### src/rtl/inst_fetch_queue.sv
// -----------------------------------------------------------------------------
// inst_fetch_queue
//
// Instruction fetch stage. Generates sequential word-address fetch PCs, keeps
// up to MAX_OUTSTANDING reads in flight on the instruction bus, and buffers
// returned words in a DEPTH-entry in-order queue that feeds decode. A flush
// redirects the fetch PC, clears the queue and marks every in-flight read as
// stale so its response is discarded when it comes back.
//
// Handshakes:
//   bus     : bus_read_o is a request strobe that the memory always accepts in
//             the same cycle; bus_ready_i pulses once per response, in request
//             order. There is no request back-pressure.
//   decode  : inst_valid_o is the valid of the head entry; !stall_i is the
//             ready. The head transfers on a cycle where inst_valid_o=1 and
//             stall_i=0, and only then does the queue pop.
//
// Ports:
//   clk, rst                 clock, asynchronous active-low reset
//   stall_i                  decode cannot accept this cycle
//   flush_i, redirect_pc_i   redirect; redirect_pc_i sampled when flush_i=1
//   bus_addr_o, bus_read_o   read request (word address, strobe)
//   bus_write_o              tied 0
//   bus_byteSel_o            tied 4'b1111
//   bus_dataQ_i, bus_ready_i read response
//   inst_valid_o/pc_o/inst_o registered queue head
//   outstanding_o            number of reads in flight
// -----------------------------------------------------------------------------
module inst_fetch_queue #(
  parameter int                 ADDR_W          = 30,
  parameter int                 DATA_W          = 32,
  parameter int                 DEPTH           = 4,
  parameter int                 MAX_OUTSTANDING = 2,
  parameter logic [ADDR_W-1:0]  RESET_PC        = '0
) (
  input  logic                                 clk,
  input  logic                                 rst,
  input  logic                                 stall_i,
  input  logic                                 flush_i,
  input  logic [ADDR_W-1:0]                    redirect_pc_i,
  output logic [ADDR_W-1:0]                    bus_addr_o,
  output logic                                 bus_read_o,
  output logic                                 bus_write_o,
  output logic [3:0]                           bus_byteSel_o,
  input  logic [DATA_W-1:0]                    bus_dataQ_i,
  input  logic                                 bus_ready_i,
  output logic                                 inst_valid_o,
  output logic [ADDR_W-1:0]                    inst_pc_o,
  output logic [DATA_W-1:0]                    inst_o,
  output logic [$clog2(MAX_OUTSTANDING+1)-1:0] outstanding_o
);

  localparam int QAW = $clog2(DEPTH);
  localparam int CW  = $clog2(DEPTH + 1);
  localparam int OW  = $clog2(MAX_OUTSTANDING + 1);
  localparam int PW  = (MAX_OUTSTANDING > 1) ? $clog2(MAX_OUTSTANDING) : 1;
  localparam int SW  = CW + 1;

  // Fetch PC and request bookkeeping
  logic [ADDR_W-1:0] fetch_pc;
  logic [ADDR_W-1:0] addr_q;
  logic [OW-1:0]     outstanding;
  logic [OW-1:0]     drop;

  // PC FIFO: the address of each in-flight read, popped as responses arrive
  logic [ADDR_W-1:0] pc_fifo [MAX_OUTSTANDING];
  logic [PW-1:0]     pf_wr;
  logic [PW-1:0]     pf_rd;

  // Fetch queue storage
  logic [ADDR_W-1:0] q_pc   [DEPTH];
  logic [DATA_W-1:0] q_data [DEPTH];
  logic [QAW-1:0]    q_head;
  logic [QAW-1:0]    q_tail;
  logic [CW-1:0]     q_count;

  logic              issue;
  logic              push;
  logic              pop;
  logic [SW-1:0]     credits_used;
  logic [ADDR_W-1:0] rsp_pc;
  logic [CW-1:0]     q_count_nx;
  logic [CW-1:0]     q_remain;
  logic [QAW-1:0]    q_head_nx;

  function automatic logic [PW-1:0] pf_inc(input logic [PW-1:0] p);
    return (p == PW'(MAX_OUTSTANDING - 1)) ? '0 : p + PW'(1);
  endfunction

  // Every live (non-dropped) in-flight read owns a queue slot, so a response
  // can always be written without checking for space.
  assign credits_used = SW'(q_count) + SW'(outstanding) - SW'(drop);

  // rst gating keeps the strobe low while reset is held, even though the
  // cleared state would otherwise permit an issue.
  assign issue = rst && !flush_i
                 && (outstanding < OW'(MAX_OUTSTANDING))
                 && (credits_used < SW'(DEPTH));

  assign push       = bus_ready_i && (drop == '0) && !flush_i;
  assign pop        = inst_valid_o && !stall_i && !flush_i;
  assign rsp_pc     = pc_fifo[pf_rd];
  assign q_count_nx = q_count + CW'(push) - CW'(pop);
  assign q_remain   = q_count - CW'(pop);
  assign q_head_nx  = q_head + QAW'(pop);

  assign bus_read_o    = issue;
  assign bus_addr_o    = issue ? fetch_pc : addr_q;
  assign bus_write_o   = 1'b0;
  assign bus_byteSel_o = 4'b1111;
  assign outstanding_o = outstanding;

  // Storage arrays carry no reset; their contents are qualified by the
  // pointers and counts below.
  always_ff @(posedge clk) begin
    if (issue) pc_fifo[pf_wr] <= fetch_pc;
    if (push) begin
      q_pc[q_tail]   <= rsp_pc;
      q_data[q_tail] <= bus_dataQ_i;
    end
  end

  // Request side: fetch PC, in-flight count, drop count, PC FIFO pointers
  always_ff @(posedge clk or negedge rst) begin
    if (!rst) begin
      fetch_pc    <= RESET_PC;
      addr_q      <= '0;
      outstanding <= '0;
      drop        <= '0;
      pf_wr       <= '0;
      pf_rd       <= '0;
    end else begin
      outstanding <= outstanding + OW'(issue) - OW'(bus_ready_i);
      if (issue) begin
        pf_wr  <= pf_inc(pf_wr);
        addr_q <= fetch_pc;
      end
      if (bus_ready_i) pf_rd <= pf_inc(pf_rd);

      if (flush_i) begin
        fetch_pc <= redirect_pc_i;
        // Everything still in flight after this cycle is stale, including
        // reads already marked for dropping, so the new drop count is simply
        // what remains outstanding. A response in this cycle is discarded.
        if (outstanding == '0) drop <= '0;
        else                   drop <= outstanding - OW'(bus_ready_i);
      end else begin
        if (issue) fetch_pc <= fetch_pc + ADDR_W'(1);
        if (bus_ready_i && (drop != '0)) drop <= drop - OW'(1);
      end
    end
  end

  // Queue side: pointers, count and the registered head outputs
  always_ff @(posedge clk or negedge rst) begin
    if (!rst) begin
      q_head       <= '0;
      q_tail       <= '0;
      q_count      <= '0;
      inst_valid_o <= 1'b0;
      inst_pc_o    <= '0;
      inst_o       <= '0;
    end else if (flush_i) begin
      q_head       <= '0;
      q_tail       <= '0;
      q_count      <= '0;
      inst_valid_o <= 1'b0;
    end else begin
      if (push) q_tail <= q_tail + QAW'(1);
      q_head       <= q_head_nx;
      q_count      <= q_count_nx;
      inst_valid_o <= (q_count_nx != '0);
      if (q_count_nx != '0) begin
        // If nothing older survives this cycle, the new head is the word
        // arriving now; otherwise it is already in storage.
        if (q_remain == '0) begin
          inst_pc_o <= rsp_pc;
          inst_o    <= bus_dataQ_i;
        end else begin
          inst_pc_o <= q_pc[q_head_nx];
          inst_o    <= q_data[q_head_nx];
        end
      end
    end
  end

endmodule

### config.mk
export PLATFORM = sky130hd
export DESIGN_NAME = inst_fetch_queue
export DESIGN_NICKNAME = d
export VERILOG_FILES = /design/src/rtl/inst_fetch_queue.sv
export SDC_FILE = /design/constraint.sdc
export NUM_CORES = 1
export LEC_CHECK = 0
export CORE_ASPECT_RATIO = 2
export CORE_UTILIZATION = 24
export DETAILED_ROUTE_END_ITERATION = 8
export HOLD_SLACK_MARGIN = 0.06
export PLACE_DENSITY = 0.45
export SYNTH_ARGS = -nofsm -noshare
export SYNTH_HDL_FRONTEND = slang
export SYNTH_SLANG_ARGS = --single-unit
### constraint.sdc
create_clock -name clk -period 12.96 [get_ports clk]
set_input_delay 1.944 -clock clk [delete_from_list [all_inputs] [get_ports clk]]
set_output_delay 1.944 -clock clk [all_outputs]
set_load 0.02 [all_outputs]
# [Word-level counts from Yosys, hierarchy flattened]
# Memory sizes are Yosys's and may differ from the RTL's.
# Cells that the tools add are included.
[totals] regBits=136 ramBits=308 in_bits=67 output_inout_bits=101 memories=3
[mem_list] memory="q_data" depth=4 width=32 read_ports=1 rd_ports_with_merged_regs=0 write_ports=1 line="72" source="logic [DATA_W-1:0] q_data [DEPTH];"
[mem_list] memory="q_pc" depth=4 width=30 read_ports=1 rd_ports_with_merged_regs=0 write_ports=1 line="71" source="logic [ADDR_W-1:0] q_pc [DEPTH];"
[mem_list] memory="pc_fifo" depth=2 width=30 read_ports=1 rd_ports_with_merged_regs=0 write_ports=1 line="66" source="logic [ADDR_W-1:0] pc_fifo [MAX_OUTSTANDING];"
[classes] add_sub_neg=14 order_cmp=2 n_mux=19 bitwise=1 n_reduce_logical=19
[op_table] operator="$mux W30" count=4
[op_table] operator="$mux W32" count=1
[op_table] operator="$add A30 B1 Y30 const B" count=1
[op_table] operator="$mux W2" count=6
[op_table] operator="$logic_and A1 B1 Y1" count=8
[op_table] operator="$reduce_bool A2 Y1" count=4
[op_table] operator="$mux W1" count=7
[op_table] operator="$sub A3 B1 Y3" count=2
[op_table] operator="$add A2 B1 Y2" count=2
[op_table] operator="$add A3 B2 Y4" count=1
[op_table] operator="$logic_not A2 Y1" count=2
[op_table] operator="$lt A4 B3 Y1 const B" count=1
[op_table] operator="$sub A2 B1 Y2" count=2
[op_table] operator="$sub A4 B2 Y4" count=1
[op_table] operator="$add A3 B1 Y3" count=1
[op_table] operator="$logic_not A3 Y1" count=1
[op_table] operator="$mux W3" count=1
[op_table] operator="$reduce_bool A3 Y1" count=1
[op_table] operator="$add A1 B1 Y1 const B" count=2
[op_table] operator="$add A2 B1 Y2 const B" count=1
[op_table] operator="$logic_not A1 Y1" count=2
[op_table] operator="$lt A2 B2 Y1 const B" count=1
[op_table] operator="$reduce_and A2 Y1" count=1
[op_table] operator="$sub A2 B1 Y2 const B" count=1
[op_table] operator="$not A1 Y1" count=1

# [Logic depth before layout (Yosys ltp)]
# Gate-level depths: netlist of the first run.
[logic_depth] word_depth=7 mapped_depth=16

# [Worst setup path after synthesis of the first run]
# No wires, ideal clock.
[synth_timing] path_type="input port to output port" startpoint="input rst" endpoint="output bus_addr_o[23]" arrival_ns=3.438 t_required_ns=11.016 path_slack_ns=7.578 cell_stages=6 path_buffers=3 path_cell_list="nand2b_1 -> clkbuf_1 -> a211o_1 -> buf_2 -> buf_2 -> o21ai_0"
[synth_between] elab_chain_len=4
[synth_lines] item="start: declaration" line="37" source="input logic rst,"
[synth_lines] item="$logic_and A1 B1 Y1" line="96" source="assign issue = rst && !flush_i"
[synth_lines] item="$logic_and A1 B1 Y1" line="97" source="&& (outstanding < OW'(MAX_OUTSTANDING))"
[synth_lines] item="$logic_and A1 B1 Y1" line="98" source="&& (credits_used < SW'(DEPTH));"
[synth_lines] item="$mux W30"
[synth_lines] item="end: declaration" line="41" source="output logic [ADDR_W-1:0] bus_addr_o,"
# No other way between the ends.

# [Worst setup path after layout of the first run]
[layout_timing] startpoint="input rst" endpoint="output bus_addr_o[7]"
# Same word-level chain as after synthesis.

==> impl_results.md, run 1 <==
- Commonest non-fill, non-tap cells in the layout: edfxtp_1 (308), nand2_1 (163), clkdlybuf4s50_1 (160)
- Placed cell area: between 0.02 and 0.025 mm^2
- Tcrit/Tclk final: 0.492
- Async S/R FF share, synth: 0.306
- H-tree depth: 2
- Clock Sinks: 444
- # diodes: 0
- Final non-filler cell area: 0.0220 mm^2
- Vias in the first global route: roughly 11000
- Average via count per standard cell: 4.40
- Achievable Freq: roughly 160 MHz
- Crit path kind: primary input to output pin
- Remaining antenna violation count: 0
- Commonest non-fill, non-tap cell in the layout: edfxtp_1
- Vias: about 10000
- Router iterations before antenna repair: 6
- DRT iter0 DRCs: about 290
- HPWL after DPL: 28900 um
- Busiest layer in global routing: met2
- Ys Warns: 0
- Hold WC Path Type: register to register
- Fin cells: ~2300
- Mean Syn Cell Area: 15.7 um^2
- First-pass GRT wire length: around 70000 um
- Count of buffers from port buffering: around 160
- Seq cells post-synth: between 400 and 500
- Lkg Pwr: 0.00746 uW
- Register area share after synthesis: 0.710
- Row Count: 141
- Die height: a little under 400 um
- Run status: complete, no violations
- Peak VDD IR: 0.275 mV
- Pins Over Slew Limit: 0
- Largest fanout on the critical path: 38
- Synth Cell Area: 0.0178 mm^2
- Setup-failing EPs final: 0
- Gr usage total: 0.124
- Met3 Use GR: 0.0276
- Hold Violations, Final: 0
- Slew @ Worst Pin: between 1 and 1.5 ns
- Crit start category: primary input
- CTS tree: done
- Synth-to-Final Area Change: 23.4%
- CTS hold repair buffers: 0
- Met1 Usage GRT: 0.133
- DRC Markers: 0
- Max-Cap Viols: 0
- Clock slew at reported path FFs: roughly 0.060 ns
- Crit. End Element: output pin
- Synth cell types: between 50 and 60
- Met2 Track Usage GR: 0.235
- Setup Skew: around 0.027 ns
- Critical path arrival: 4.43 ns
- Die Area: 0.0754 mm^2
- Fraction of layout cells with a size suffix above 1: 0.167
- Routability Congestion: just under 0.8
- Nets@finish: 1382
- Syn Inst Count: roughly 1100
- Starting Density: 0.242
- Core Area: about 0.074 mm^2
- WHS: 0.490 ns
- Placed insts: around 2200
- TritonCTS Buffers: 44
- Post-CTS setup buffers: 0
- Routed len/inst: just over 20 um
- CTS resizes: 0
- Drt total wl: between 40000 and 50000 um
- Largest net degree at the start of global routing: 80
- Initial antenna violation count: 2
- IO Count: between 150 and 200
- GRT overflow: 0
- Cell area power density: approximately 220 mW/mm^2
- RSZ-0062 raised after global routing: no
- Worst skew pair latency: a little under 0.6 ns
- Top_reg_cell synth: edfxtp_1
- Root Driver: clkbuf_16
- Number of synthesized flops with an enable pin: approximately 310
- Relative max-transition margin: 0.287
- Max Root-Sink Buffers: 3
- Final core utilization: 0.298
- Worst path required time: between 10 and 15 ns
- Setup TNS: 0 ns
- Die Wd: approximately 200 um
- Fin crit period: 6.38 ns
-- state kept, by name (all words and copies together) (netlist names), 2 cells and up --
register / flops
q_tail: 2
inst_o: 32
outstanding_o: 2
pc_fifo: 60
fetch_pc: 30
addr_q: 30
inst_pc_o: 30
drop: 2
q_pc: 120
q_data: 128
q_count: 3
q_head: 2
-- Yosys cell counts (2+ instances only) --
cell,number,share of area
a2111oi_2,3,0.0025
a2111oi_4,3,0.0046
a211oi_1,6,0.0025
a21oi_1,3,0.00084
a221o_1,2,0.0011
a22oi_1,4,0.0017
a31o_2,2,0.00098
a31oi_1,69,0.024
and2_1,10,0.0035
and3_1,4,0.0014
and4_1,4,0.0020
buf_1,16,0.0034
buf_2,7,0.0020
buf_4,5,0.0021
buf_6,2,0.0013
clkbuf_1,35,0.0074
conb_1,2,0.00042
dfrtp_1,136,0.19
edfxtp_1,308,0.52
fa_1,2,0.0022
ha_1,15,0.011
inv_1,22,0.0046
mux2_2,59,0.037
mux2i_1,5,0.0028
mux4_2,62,0.078
nand2_1,163,0.034
nand2b_1,2,0.00070
nand3_1,13,0.0037
nand4_1,10,0.0035
nor2_1,78,0.016
nor2b_1,6,0.0021
nor3_1,5,0.0014
nor3b_1,5,0.0021
o211ai_1,2,0.00084
o21ai_0,19,0.0053
o31ai_1,3,0.0013
or3_1,4,0.0014
or4_1,4,0.0017
xnor2_1,19,0.0093
xor2_1,5,0.0025
-- per-stage QoR --
step,setup WS [ns],power (uW)
global route,6.34,5210
detailed placement,6.52,3690
finish,6.58,4910
global placement,6.54,3670
floorplan,7.58,2950
CTS,6.50,5030
-- report_power, final --
group	internal [uW]	leakage (uW)	switching, uW
Combinational	666	0.00240	1000
Sequential	1800	0.00437	125
Clock	760	0.000696	550
Total	3230	0.00746	1680
-- final timing paths --
kind                                  start              to  slack (ns)  cells after the start
hold / removal                   addr_q[25]      addr_q[25]        0.49                      1
setup reg to reg           outstanding_o[1]  pc_fifo[1][12]        9.04                     11
setup / recovery                        rst   bus_addr_o[7]        6.58                      6
min in group asynchronous               rst    inst_pc_o[7]        1.27                      1
max in group asynchronous               rst    fetch_pc[25]       10.33                      2
hold reg to reg                  addr_q[25]      addr_q[25]        0.49                      1
-- layer usage --
layer / share of wire / up-vias / wire length, um
li1: - / 4598 / -
met1: 0.38 / 5042 / 17600
met2: 0.54 / 238 / 25000
met3: 0.046 / 74 / 2120
met4: 0.029 / 4 / 1320
met5: 0.00059 / - / 27
-- final cells by class --
type | instances | area [um^2]
Timing Repair Buffer | 179 | 1750
Multi-Input combinational cell | 607 | 4880
Tap cell | 929 | 1160
Clock inverter | 16 | 224
Inverter | 22 | 82.6
Sequential cell | 444 | 12700
Fill cell | 7420 | 51800
Clock buffer | 65 | 1230
-- cell families after synthesis --
group / share of synthesized area
flip-flops: 0.710
AO/OA/AOI/OAI: 0.0495
XOR/XNOR: 0.0118
other: 0.000421
AND/OR/NAND/NOR: 0.0763
buffers and inverters: 0.0207
multiplexers: 0.118
adder cells (fa/ha/maj): 0.0128
-- worst max-delay path, stage by stage --
cell and delay [ns]:
buf_6 0.32, nand2b_1 0.44, a211o_1 0.40, buf_4 0.28
o21ai_0 0.32, clkdlybuf4s50_1 0.67
(Power assumes the default switching activity.)
==> run 2, diff against run 1 <==
==> constraint.sdc (replaced) <==
create_clock -name clk -period 6.5 [get_ports clk]
set_input_delay 0.975 -clock clk [delete_from_list [all_inputs] [get_ports clk]]
set_output_delay 0.975 -clock clk [all_outputs]
set_load 0.02 [all_outputs]
==> impl_results.md, run 2 (synthesis results as in run 1) <==
- Switching share of power: 0.347
- Fin cells: 2266
- GRT overflow: 0
- Max Root-Sink Buffers: 3
- Final non-filler cell area: roughly 0.022 mm^2
- Reg with most FFs: q_data
- Synth-to-Final Area Change: 23.6%
- Nets@finish: roughly 1400
- HPWL after DPL: between 20000 and 30000 um
- First-pass GRT wire length: around 69000 um
- Die Wd: approximately 190 um
- Switch Pwr: 3400 uW
- CTS resizes: 0
- H-tree depth: 2
- Commonest non-fill, non-tap cells in the layout: edfxtp_1 (308), nand2_1 (163), clkdlybuf4s50_1 (160)
- Final core utilization: 0.299
- Starting Density: 0.242
- Worst skew pair latency: 0.58 ns
- Internal: approximately 6400 uW
- Tcrit/Tclk final: 0.820
- CP max-delay cell: clkdlybuf4s50_1
- Drt total wl: 45600 um
- Critical-path cell list: inv_1, fa_1, inv_1, ha_1, and3b_1, or4_4, a211o_1, buf_4, o21ai_0, clkdlybuf4s50_1
- Achievable Freq: around 190 MHz
- Clock Sinks: 444
- Slew @ Worst Pin: ~1.1 ns
- Row Count: 141
- DRC Markers: 0
- Die height: 387 um
- Routability Congestion: 0.737
- Peak VDD IR: a little under 0.3 mV
- Fill cell count: around 7400
- Max reg flops: about 130
- Largest fanout on the critical path: 38
- Relative max-transition margin: 0.264
- Initial antenna violation count: 2
- Placed insts: 2182
- Commonest non-fill, non-tap cell in the layout: edfxtp_1
- Post-CTS setup buffers: 0
- Tot Pwr: between 9000 and 10000 uW
- Most frequent CP cell: inv_1
- Max-Cap Viols: 0
- Average via count per standard cell: ~4.4
- Lkg Pwr: roughly 0.0075 uW
- RSZ-0062 raised after global routing: no
- Hold WC Path Type: primary input to async pin
- Die Area: approximately 0.075 mm^2
- Reg power frac: 0.391
- Run status: complete, no violations
- Vias: roughly 10000
- TritonCTS Buffers: between 40 and 50
- Setup-failing EPs final: 0
- Largest net degree at the start of global routing: 80
- Vias in the first global route: between 10000 and 15000
- Setup TNS: 0 ns
- Pins Over Slew Limit: 0
- R2r endpoint: pc_fifo[1][13]
- Critical path arrival: 4.36 ns
- Gr usage total: 0.123
- Regs by FF count: q_data x128, q_pc x120, pc_fifo x60
- Cell area power density: 444 mW/mm^2
- Power share of the combinational group: 0.342
- Fraction of layout cells with a size suffix above 1: 0.174
- Core Area: 0.0737 mm^2
- Crit start category: register
- Hold Violations, Final: 0
- CTS tree: done
- Reg2Reg Setup Slack: 2.59 ns
- Clock slew at reported path FFs: approximately 0.06 ns
- Placed cell area: approximately 0.021 mm^2
- Crit path kind: register to output pin
- Router iterations before antenna repair: 4
- Root Driver: clkbuf_16
- Remaining antenna violation count: 0
- Count of buffers from port buffering: 162
- Clock Power Share: 0.266
- IO Count: approximately 170
- Worst reg2reg path depth: 11
- Crit-path max cell delay: 0.66 ns
- Worst r2r src: outstanding_o[1]
- DRT iter0 DRCs: ~380
- Setup Skew: between 0.015 and 0.02 ns
- Fin crit period: between 5 and 6 ns
- Worst path required time: between 5 and 6 ns
- CTS hold repair buffers: 0
- Routed len/inst: 20.1 um
- Crit. End Element: output pin
[run 2: cell count changes in the layout (fill, tap and decap cells not counted)]
cell       change
bufinv_16      -3
inv_16         +1
diode_2        +1
clkinv_2       +5
buf_12         +2
inv_6          +3
clkbuf_1      -10
buf_4          -1
clkbuf_16      +2
clkinv_1       +3
clkinv_4       +1
[run 2: worst max path at each step]
stage	start	endpoint	slack (ns)
finish	outstanding_o[1]	bus_addr_o[23]	1.17
global route	outstanding_o[1]	bus_addr_o[23]	0.91
CTS	outstanding_o[1]	bus_addr_o[23]	1.09
detailed placement	outstanding_o[1]	bus_addr_o[7]	1.78
global placement	outstanding_o[1]	bus_addr_o[24]	1.80
floorplan	outstanding_o[1]	pc_fifo[0][0]	1.93
[run 2: worst max-delay path, delay by kind of cell, from the launching register on]
kind                     cells  cell delay [ns]
AO/OA/AOI/OAI                2             0.58
flip-flops                   1             0.44
AND/OR/NAND/NOR              2             0.83
buffers and inverters        4             1.09
adder cells (fa/ha/maj)      2             0.81
[run 2: metal layers]
metal	share of wire	global-route usage	wire length [um]	up-vias
met5	0.00029	0	13	-
met4	0.032	0.0486	1470	2
met3	0.049	0.0265	2230	73
met2	0.52	0.227	23900	240
met1	0.39	0.136	18000	5130
li1	-	-	-	4593
[run 2: cell type report]
cell class	instances	area, um^2	area share
diodes	1	2.50	0.000114
clock buffers	57	1240	0.0564
clock inverters	26	225	0.0102
inverters	22	82.6	0.00375
multi-input cells	607	4880	0.222
flip-flops and latches	444	12700	0.574
well taps	929	1160	0.0528
repair buffers	180	1780	0.0807
[run 2: through the flow]
stage | hold slack [ns] | worst slack [ns]
floorplan | 0.456 | 1.93
global placement | 0.474 | 1.80
detailed placement | 0.482 | 1.78
CTS | 0.287 | 1.09
global route | 0.310 | 0.910
finish | 0.307 | 1.17
[run 2: power by group through the flow]
stage,clock [uW],combinational (uW),sequential (uW)
after floorplan,0,1800,4080
after global placement,0,3400,3880
after detailed placement,0,3440,3900
after CTS,2710,3450,3840
after global routing,2790,3680,3880
final,2600,3350,3820
